File: config.mk
export PLATFORM = sky130hd
export DESIGN_NAME = config_spi_loader
export DESIGN_NICKNAME = d
export VERILOG_FILES = /design/src/rtl/config_pkg.sv /design/src/rtl/config_spi_loader_sync_edge.sv /design/src/rtl/config_spi_loader.sv
export SDC_FILE = /design/constraint.sdc
export NUM_CORES = 1
export LEC_CHECK = 0
export ABC_AREA = 1
export CORE_MARGIN = 5
export CORE_UTILIZATION = 50
export CTS_CLUSTER_SIZE = 28
export DETAILED_ROUTE_END_ITERATION = 12
export GPL_ROUTABILITY_DRIVEN = 0
export GPL_TIMING_DRIVEN = 0
export HOLD_SLACK_MARGIN = 0.05
export PLACE_DENSITY = 0.86
export SLEW_MARGIN = 20
export SYNTH_ARGS = -nofsm -noshare
export SYNTH_HDL_FRONTEND = slang
export SYNTH_HIERARCHICAL = 1
export SYNTH_SLANG_ARGS = --single-unit
File: constraint.sdc
create_clock -name clk_i -period 4.1 [get_ports clk_i]
set_input_delay 1.025 -clock clk_i [delete_from_list [all_inputs] [get_ports clk_i]]
set_output_delay 1.025 -clock clk_i [all_outputs]
set_load 0.01 [all_outputs]
File: src/rtl/config_pkg.sv
// Shared types and constants for the SPI configuration loader.
// Frame geometry, FSM state encoding and the readback register mux.
package config_pkg;

    localparam int CFG_ADR_W      = 2;
    localparam int CFG_DAT_W      = 16;
    localparam int CFG_FRAME_BITS = 19;
    localparam int CFG_CMD_BITS   = 3;
    localparam int CFG_CNT_W      = 5;

    typedef enum logic [2:0] {
        ST_ARM,
        ST_IDLE,
        ST_CMD,
        ST_DATA,
        ST_WAIT_CS
    } state_e;

    function automatic logic [CFG_DAT_W-1:0] reg_sel(
        input logic [CFG_ADR_W-1:0] adr,
        input logic [CFG_DAT_W-1:0] r0,
        input logic [CFG_DAT_W-1:0] r1,
        input logic [CFG_DAT_W-1:0] r2,
        input logic [CFG_DAT_W-1:0] r3
    );
        logic [CFG_DAT_W-1:0] v;
        unique case (adr)
            2'd0:    v = r0;
            2'd1:    v = r1;
            2'd2:    v = r2;
            default: v = r3;
        endcase
        return v;
    endfunction

    function automatic logic [CFG_CNT_W-1:0] cnt_inc(
        input logic [CFG_CNT_W-1:0] c
    );
        logic [CFG_CNT_W-1:0] v;
        if (c >= CFG_CNT_W'(CFG_FRAME_BITS))
            v = CFG_CNT_W'(CFG_FRAME_BITS);
        else
            v = c + 1'b1;
        return v;
    endfunction

endpackage

File: src/rtl/config_spi_loader_sync_edge.sv
// Multi-flop synchronizer with a previous-value register for edge detect.
// Flops reset low, so a pin already high at reset exit shows up as a rise.
module sync_edge #(
    parameter int STAGES = 2
) (
    input  logic clk_i,
    input  logic rst_i,
    input  logic d_i,
    output logic level_o,
    output logic rise_o,
    output logic fall_o
);

    logic [STAGES-1:0] sync_q;
    logic              prev_q;

    always_ff @(posedge clk_i) begin
        if (rst_i) begin
            sync_q <= '0;
            prev_q <= 1'b0;
        end else begin
            sync_q <= {sync_q[STAGES-2:0], d_i};
            prev_q <= sync_q[STAGES-1];
        end
    end

    assign level_o = sync_q[STAGES-1];
    assign rise_o  = sync_q[STAGES-1] & ~prev_q;
    assign fall_o  = ~sync_q[STAGES-1] & prev_q;

endmodule

File: src/rtl/config_spi_loader.sv
// SPI slave front end: 19-bit frames become register write strobes,
// read frames stream the addressed register back on MISO.
module config_spi_loader
    import config_pkg::*;
#(
    parameter int SYNC_STAGES = 2
) (
    input  logic                 clk_i,
    input  logic                 rst_i,
    input  logic                 spi_csn_i,
    input  logic                 spi_sclk_i,
    input  logic                 spi_mosi_i,
    output logic                 spi_miso_o,
    input  logic [CFG_DAT_W-1:0] reg0_i,
    input  logic [CFG_DAT_W-1:0] reg1_i,
    input  logic [CFG_DAT_W-1:0] reg2_i,
    input  logic [CFG_DAT_W-1:0] reg3_i,
    output logic                 reg_wr_o,
    output logic [CFG_ADR_W-1:0] reg_adr_o,
    output logic [CFG_DAT_W-1:0] reg_dat_o,
    output logic                 frame_err_o,
    output logic                 busy_o
);

    logic csn_lvl;
    logic csn_rise;
    logic csn_fall;
    logic sclk_rise;
    logic mosi;

    sync_edge #(.STAGES(SYNC_STAGES)) u_csn (
        .clk_i   (clk_i),
        .rst_i   (rst_i),
        .d_i     (spi_csn_i),
        .level_o (csn_lvl),
        .rise_o  (csn_rise),
        .fall_o  (csn_fall)
    );

    sync_edge #(.STAGES(SYNC_STAGES)) u_sclk (
        .clk_i   (clk_i),
        .rst_i   (rst_i),
        .d_i     (spi_sclk_i),
        .level_o (),
        .rise_o  (sclk_rise),
        .fall_o  ()
    );

    sync_edge #(.STAGES(SYNC_STAGES)) u_mosi (
        .clk_i   (clk_i),
        .rst_i   (rst_i),
        .d_i     (spi_mosi_i),
        .level_o (mosi),
        .rise_o  (),
        .fall_o  ()
    );

    state_e               state_q;
    logic [CFG_CNT_W-1:0] bit_cnt_q;
    logic [1:0]           cmd_sr_q;
    logic                 rw_q;
    logic [CFG_DAT_W-1:0] rx_sr_q;
    logic [CFG_DAT_W-1:0] tx_sr_q;
    logic                 ovf_q;
    logic                 reg_wr_q;
    logic [CFG_ADR_W-1:0] reg_adr_q;
    logic [CFG_DAT_W-1:0] reg_dat_q;
    logic                 frame_err_q;
    logic                 busy_q;

    logic                 in_frame;
    logic                 frame_ok;
    logic [CFG_ADR_W-1:0] cmd_adr;

    assign in_frame = (state_q == ST_CMD) || (state_q == ST_DATA) ||
                      (state_q == ST_WAIT_CS);
    assign frame_ok = (bit_cnt_q == CFG_CNT_W'(CFG_FRAME_BITS)) && !ovf_q;
    assign cmd_adr  = {cmd_sr_q[0], mosi};

    always_ff @(posedge clk_i) begin
        if (rst_i) begin
            state_q     <= ST_ARM;
            bit_cnt_q   <= '0;
            cmd_sr_q    <= '0;
            rw_q        <= 1'b0;
            rx_sr_q     <= '0;
            tx_sr_q     <= '0;
            ovf_q       <= 1'b0;
            reg_wr_q    <= 1'b0;
            reg_adr_q   <= '0;
            reg_dat_q   <= '0;
            frame_err_q <= 1'b0;
            busy_q      <= 1'b0;
        end else begin
            reg_wr_q    <= 1'b0;
            frame_err_q <= 1'b0;
            if (in_frame && csn_rise) begin
                // Frame closed: commit, flag, or quietly finish a read.
                if (frame_ok && rw_q) begin
                    reg_wr_q  <= 1'b1;
                    reg_adr_q <= cmd_sr_q;
                    reg_dat_q <= rx_sr_q;
                end else if (!frame_ok) begin
                    frame_err_q <= 1'b1;
                end
                state_q <= ST_IDLE;
                busy_q  <= 1'b0;
            end else begin
                unique case (state_q)
                    ST_ARM: begin
                        if (csn_lvl)
                            state_q <= ST_IDLE;
                    end
                    ST_IDLE: begin
                        if (csn_fall) begin
                            state_q   <= ST_CMD;
                            bit_cnt_q <= '0;
                            ovf_q     <= 1'b0;
                            busy_q    <= 1'b1;
                        end
                    end
                    ST_CMD: begin
                        if (sclk_rise) begin
                            bit_cnt_q <= cnt_inc(bit_cnt_q);
                            cmd_sr_q  <= {cmd_sr_q[0], mosi};
                            if (bit_cnt_q == CFG_CNT_W'(CFG_CMD_BITS - 1)) begin
                                rw_q     <= cmd_sr_q[1];
                                cmd_sr_q <= cmd_adr;
                                tx_sr_q  <= reg_sel(cmd_adr, reg0_i, reg1_i,
                                                    reg2_i, reg3_i);
                                state_q  <= ST_DATA;
                            end
                        end
                    end
                    ST_DATA: begin
                        if (sclk_rise) begin
                            bit_cnt_q <= cnt_inc(bit_cnt_q);
                            rx_sr_q   <= {rx_sr_q[CFG_DAT_W-2:0], mosi};
                            tx_sr_q   <= {tx_sr_q[CFG_DAT_W-2:0], 1'b0};
                            if (bit_cnt_q == CFG_CNT_W'(CFG_FRAME_BITS - 1))
                                state_q <= ST_WAIT_CS;
                        end
                    end
                    ST_WAIT_CS: begin
                        if (sclk_rise)
                            ovf_q <= 1'b1;
                    end
                    default: state_q <= ST_ARM;
                endcase
            end
        end
    end

    assign spi_miso_o  = ((state_q == ST_DATA) || (state_q == ST_WAIT_CS)) &&
                         !rw_q && tx_sr_q[CFG_DAT_W-1];
    assign reg_wr_o    = reg_wr_q;
    assign reg_adr_o   = reg_adr_q;
    assign reg_dat_o   = reg_dat_q;
    assign frame_err_o = frame_err_q;
    assign busy_o      = busy_q;

endmodule
==> results.md, run 1 <==
* Crit-path max FO at 10
* Yosys warns at 6
* DRC viols at 0
* Dpl hpwl at 7094 um
* Routed wire length at 9216 um
* Max Clock Freq at 0.2805 GHz
* Worst hold slack at 398.2 ps
* Cell Pwr Density at 363.8 mW/mm2
* Final hold viol count at 0
* CP max stage cell: clkdlybuf4s50_1
* Met2 Use GR at 0.3770
* Leakage at 0.001874 uW
* Area of the multi-input gates at 0.001699 mm2
* Clock Pin Slew Worst Setup and Hold Paths at 80 ps
* Number of port buffers at 90
* Req. time, crit path at 3070 ps
* Layout net count at 683
* Worst reg2reg setup slack at 2370 ps
* Final Util at 0.6939
* CP cell instances: nand2_1 -> nor2_4 -> inv_2 -> clkbuf_1 -> a211oi_1 -> clkdlybuf4s50_1
* Outcome: finished clean
* Worst setup SP type: flop
* Die H at 93.56 um
* GR Util met3 at 0.05953
* Hold Path Class: reg2reg
* Core Footprint at 0.006794 mm2
* Wire per inst at 12.93 um
* Post-route setup TNS at 0 ps
* Worst r2r src: state_q[1]
* Mapped Cells at 511
* CTS buffer count at 9
* Cts-stage hold buffer count at 0
* Largest net degree at the start of global routing at 15
* Vias per Instance at 5.129
* Vias in the first global route at 3512
* Met1 Use GR at 0.2590
* Max Root-Sink Buffers at 2
* RSZ-0062 raised after global routing: no
* Final Cycle Share at 0.8695
* Global route hottest layer: met2
* Post-synthesis area per instance at 6.831 um2
* WS Path Type: reg2out
* IO Count at 91
* CP Capture Type: output port
* Die footprint at 0.008753 mm2
* Layout fillers at 577
* Share of cells above drive strength 1 at 0.05997
* Total GRT Usage at 0.2187
* Synth Cell Area at 0.003491 mm2
* Peak VDD IR at 0.0002011 V
* Mapped Nets at 582
* PostCTS Resize Cnt at 0
* Root buffer cell: clkbuf_8
* Tmin final at 3565 ps
* Hold Startpoint: u_sclk/sync_q[0]
* Grt total ovfl at 0
* Initial Util at 0.5138
* Initial antenna violation count at 0
* Worst path max stage delay at 600 ps
* # H-tree levels at 3
* Clock skew at 11.74 ps
* Initial DRT Pass Iterations at 5
* Max cap viols at 0
* Die width at 93.56 um
* Setup bufs post-CTS at 0
* Initial drt markers at 193
* Final setup violation count at 0
* Worst Tran Pin Value at 541.0 ps
* Final instance area at 0.004715 mm2
* Vias at 3657
* Row cnt at 30
* TritonCTS clock tree: yes
* Ant. Diodes at 0
* Max-slew violation count at 0
* Reg area at 0.001461 mm2
* Worst setup startpoint: state_q[1]
* Worst skew pair latency at 360 ps
* First-pass GRT wire length at 15400 um
* Clock sink total at 73
* Area added between synthesis and finish at 35.05%
* Worst path arrival time at 2540 ps
* Routed Antenna Nets at 0
* Post-DP Area at 0.004512 mm2
* Slew margin rel. at 0.6380
## sequential cells by signal, summed over array words and instances, names as in the netlist, 2 cells and up
signal and cells:
u_csn/sync_q 2, u_sclk/sync_q 2, reg_dat_o 16, cmd_sr_q 2, bit_cnt_q 5, reg_adr_o 2, tx_sr_q 16, rx_sr_q 16
u_mosi/sync_q 2, state_q 3
## routing by layer
metal	part of all wire	vias up
li1	-	1874
met1	0.42	1640
met2	0.49	128
met3	0.071	15
met4	0.018	0
met5	0	-
## critical path: cells and delay by family, from the launching register on
kind,cells,cell delay [ps]
buf+inv,3,970
simple gates,2,390
flops,1,470
compound gates,1,340
## worst paths after layout
kind	to	depth (start not counted)
setup / recovery	spi_miso_o	6
hold / removal	u_sclk/sync_q[1]	2
setup reg to reg	reg_dat_o[7]	6
hold reg to reg	u_sclk/sync_q[1]	2
## power breakdown
| part | switching (uW) | total [uW] | internal (uW) |
|---|---|---|---|
| Combinational | 205 | 357 | 152 |
| Sequential | 37.0 | 779 | 742 |
| Clock | 293 | 579 | 286 |
## per-stage QoR
stage / worst slack (ps) / std cells / power [uW]
after floorplan: 1702 / 511 / 1014
after global routing: 445.0 / 713 / 1800
after global placement: 953.8 / 697 / 1130
final: 534.9 / 713 / 1715
after CTS: 543.4 / 713 / 1715
after detailed placement: 944.9 / 697 / 1146
## placed cells by master (no fill, tap or decap), types with 4 or more instances in the layout
cell type and count:
nand2_1 115, clkdlybuf4s50_1 90, nor2_1 74, dfxtp_1 73, a21oi_1 57, inv_1 45, nand3_1 45, o21ai_0 36
clkbuf_1 15, o211ai_1 14, clkbuf_8 9, o21ai_1 5, nor3_1 4, buf_2 4
## layout make-up
class | instances | share of cell area
buffer | 24 | 0.02919
clock buffer | 9 | 0.02627
clock inverter | 7 | 0.01672
inverter | 50 | 0.04087
multi-input combinational | 364 | 0.3604
sequential | 73 | 0.3100
tap | 96 | 0.02548
timing repair buffer | 90 | 0.1911
No activity file was read; power rests on OpenSTA's default activity.
==> inputs of run 2 (changes only) <==
--- a/config.mk
+++ b/config.mk
@@ -14,7 +14,7 @@
 export GPL_TIMING_DRIVEN = 0
 export HOLD_SLACK_MARGIN = 0.05
 export PLACE_DENSITY = 0.86
-export SLEW_MARGIN = 20
+export SLEW_MARGIN = 10
 export SYNTH_ARGS = -nofsm -noshare
 export SYNTH_HDL_FRONTEND = slang
 export SYNTH_HIERARCHICAL = 1
==> results of run 2 <==
The final DEF is identical to that of run 1; final timing and power are the same.
==> inputs of run 3 (changes only) <==
--- a/config.mk
+++ b/config.mk
@@ -13,9 +13,8 @@
 export GPL_ROUTABILITY_DRIVEN = 0
 export GPL_TIMING_DRIVEN = 0
 export HOLD_SLACK_MARGIN = 0.05
-export PLACE_DENSITY = 0.86
+export PLACE_DENSITY = 0.85
 export SLEW_MARGIN = 10
 export SYNTH_ARGS = -nofsm -noshare
 export SYNTH_HDL_FRONTEND = slang
-export SYNTH_HIERARCHICAL = 1
 export SYNTH_SLANG_ARGS = --single-unit
==> run 3 against run 2 <==
Clock skew down 6.1 ps; clock power down 13%; synthesized cell count up 2.2%; first-iteration DRC count up 33%; critical path depth down 2; count of clock-buffer cells in the layout up 4; hold slack better by 2.9 ps; power down 0.49%; sequential power up 0.8%; largest cell class unchanged; highest routed layer unchanged.
==> results.md, run 3 <==
* Outcome: finished clean
* Peak VDD IR at 0.0002046 V
* Async set or reset register ratio after synthesis at 0
* Cts-stage hold buffer count at 0
* Clock skew at 5.673 ps
* # H-tree levels at 3
* Layout net count at 693
* Synth cell count leaders: nand2_1 (117), nor2_1 (99), dfxtp_1 (73)
* Largest net degree at the start of global routing at 12
* Mapped Cells at 522
* Initial drt markers at 257
* PostCTS Resize Cnt at 0
* Setup bufs post-CTS at 0
* Commonest cells after routing, fill and taps aside: nand2_1 (117), nor2_1 (99), clkdlybuf4s50_1 (89), dfxtp_1 (73), a21oi_1 (48)
* Max-slew violation count at 0
* Core Footprint at 0.006869 mm2
* Max cap viols at 0
* Die width at 94.54 um
* Worst path arrival time at 1810 ps
* Seq/Total Area, Yosys at 0.4090
* Crit-path max FO at 6
* Clock Pin Slew Worst Setup and Hold Paths at 70 ps
* Final hold viol count at 0
* Worst setup SP type: flop
* Synth Cell Area at 0.003573 mm2
* Main synth FF type: dfxtp_1
* Wire per inst at 12.61 um
* Number of port buffers at 89
* Worst Reg2Reg Path Length in Cells at 9
* Yosys warns at 0
* Initial antenna violation count at 0
* Slew margin rel. at 0.6822
* Main area contributors after synthesis: dfxtp_1 (41%), nand2_1 (12%), nor2_1 (10%)
* Power consumption at 1707 uW
* Req. time, crit path at 3070 ps
* Initial Util at 0.5202
* Initial DRT Pass Iterations at 5
* Max Root-Sink Buffers at 2
* Number of synthesized flops with an enable pin at 0
* Routed wire length at 9118 um
* Vias in the first global route at 3556
* TritonCTS clock tree: yes
* Commonest non-fill, non-tap cell in the layout: nand2_1
* Reg area at 0.001461 mm2
* Dpl hpwl at 7044 um
* Leakage at 0.001882 uW
* First-pass GRT wire length at 15430 um
* Post-route setup TNS at 0 ps
* Yosys top cell area share at 0.4090
* CTS buffer count at 9
* Routed Antenna Nets at 0
* Synth Register Bits at 73
* WS Path Type: reg2out
* Total GRT Usage at 0.2149
* Clock sink total at 73
* Dominant cell type by area after synthesis: dfxtp_1
* IO Count at 91
* Cell Pwr Density at 358.6 mW/mm2
* Die footprint at 0.008938 mm2
* Worst skew pair latency at 340 ps
* Root buffer cell: clkbuf_8
* Hold Path Class: reg2reg
* Post-synthesis area per instance at 6.846 um2
* Hold depth at 2
* Area added between synthesis and finish at 33.16%
* Area of the multi-input gates at 0.001824 mm2
* CP Capture Type: output port
* Vias at 3712
* Row cnt at 30
* Number of library cell types mapped by synthesis at 30
* Grt total ovfl at 0
* Final setup violation count at 0
* Final Cycle Share at 0.6905
* Ant. Diodes at 0
* DRC viols at 0
* Share of cells above drive strength 1 at 0.1069
* Die H at 94.54 um
* Max Clock Freq at 0.3532 GHz
* Count leader, synth: nand2_1
* Vias per Instance at 5.134
* Mapped Nets at 593
* Worst Tran Pin Value at 476.7 ps
* RSZ-0062 raised after global routing: no
* Tmin final at 2831 ps
* Layout fillers at 584
-- run 3: routing by layer --
metal,share of wire,up-vias,global-route usage
met4,0.019,0,0.06611
met2,0.47,162,0.3747
met5,0,-,0
met1,0.42,1633,0.2474
li1,-,1903,-
met3,0.093,14,0.07410
-- run 3: report_power, final --
group	internal (uW)	total [uW]	switching, uW
Combinational	174	418	244
Clock	250	503	253
Sequential	745	785	40.1
Total	1170	1710	537
-- run 3: final cells by class --
type                            instances  area share
Inverter                               31     0.02551
Sequential cell                        73      0.3071
Timing Repair Buffer                   89      0.1872
Clock inverter                          3    0.003155
Multi-Input combinational cell        390      0.3834
Clock buffer                           13     0.03339
Buffer                                 28     0.03497
Tap cell                               96     0.02524
-- run 3: kinds of logic after synthesis --
group,synth area share
AOI/OAI and AO/OA,0.1264
xor gates and xnor gates,0.002451
adders and majority gates,0.007002
buffers and inverters,0.08052
DFF,0.4090
and+or+nand+nor,0.3746
-- run 3: worst paths after layout --
kind	start	to	slack [ps]
max	state_q[0]	spi_miso_o	1270
min	u_csn.sync_q[0]	u_csn.sync_q[1]	400
max reg2reg	u_mosi.sync_q[1]	tx_sr_q[11]	2390
min reg2reg	u_csn.sync_q[0]	u_csn.sync_q[1]	400
-- run 3: worst max-delay path, cell delays in order (launching register included) --
cell and delay, ps:
dfxtp_1 390, nor2_1 190, nand2_2 130, a21oi_1 190, clkdlybuf4s50_1 570
-- run 3: through the flow --
step / setup WS [ps] / area (um2) / instances / hold slack (ps) / util
2_1_floorplan: 2220 / 3573 / 522 / 388.3 / -
3_3_place_gp: 1646 / 4584 / 707 / 388.7 / 0.6674
3_5_place_dp: 1641 / 4584 / 707 / 392.1 / 0.6674
4_1_cts: 1265 / 4758 / 723 / 402.5 / 0.6927
5_1_grt: 1193 / 4758 / 723 / 428.0 / 0.6927
6_report: 1269 / 4758 / 723 / 401.1 / 0.6927
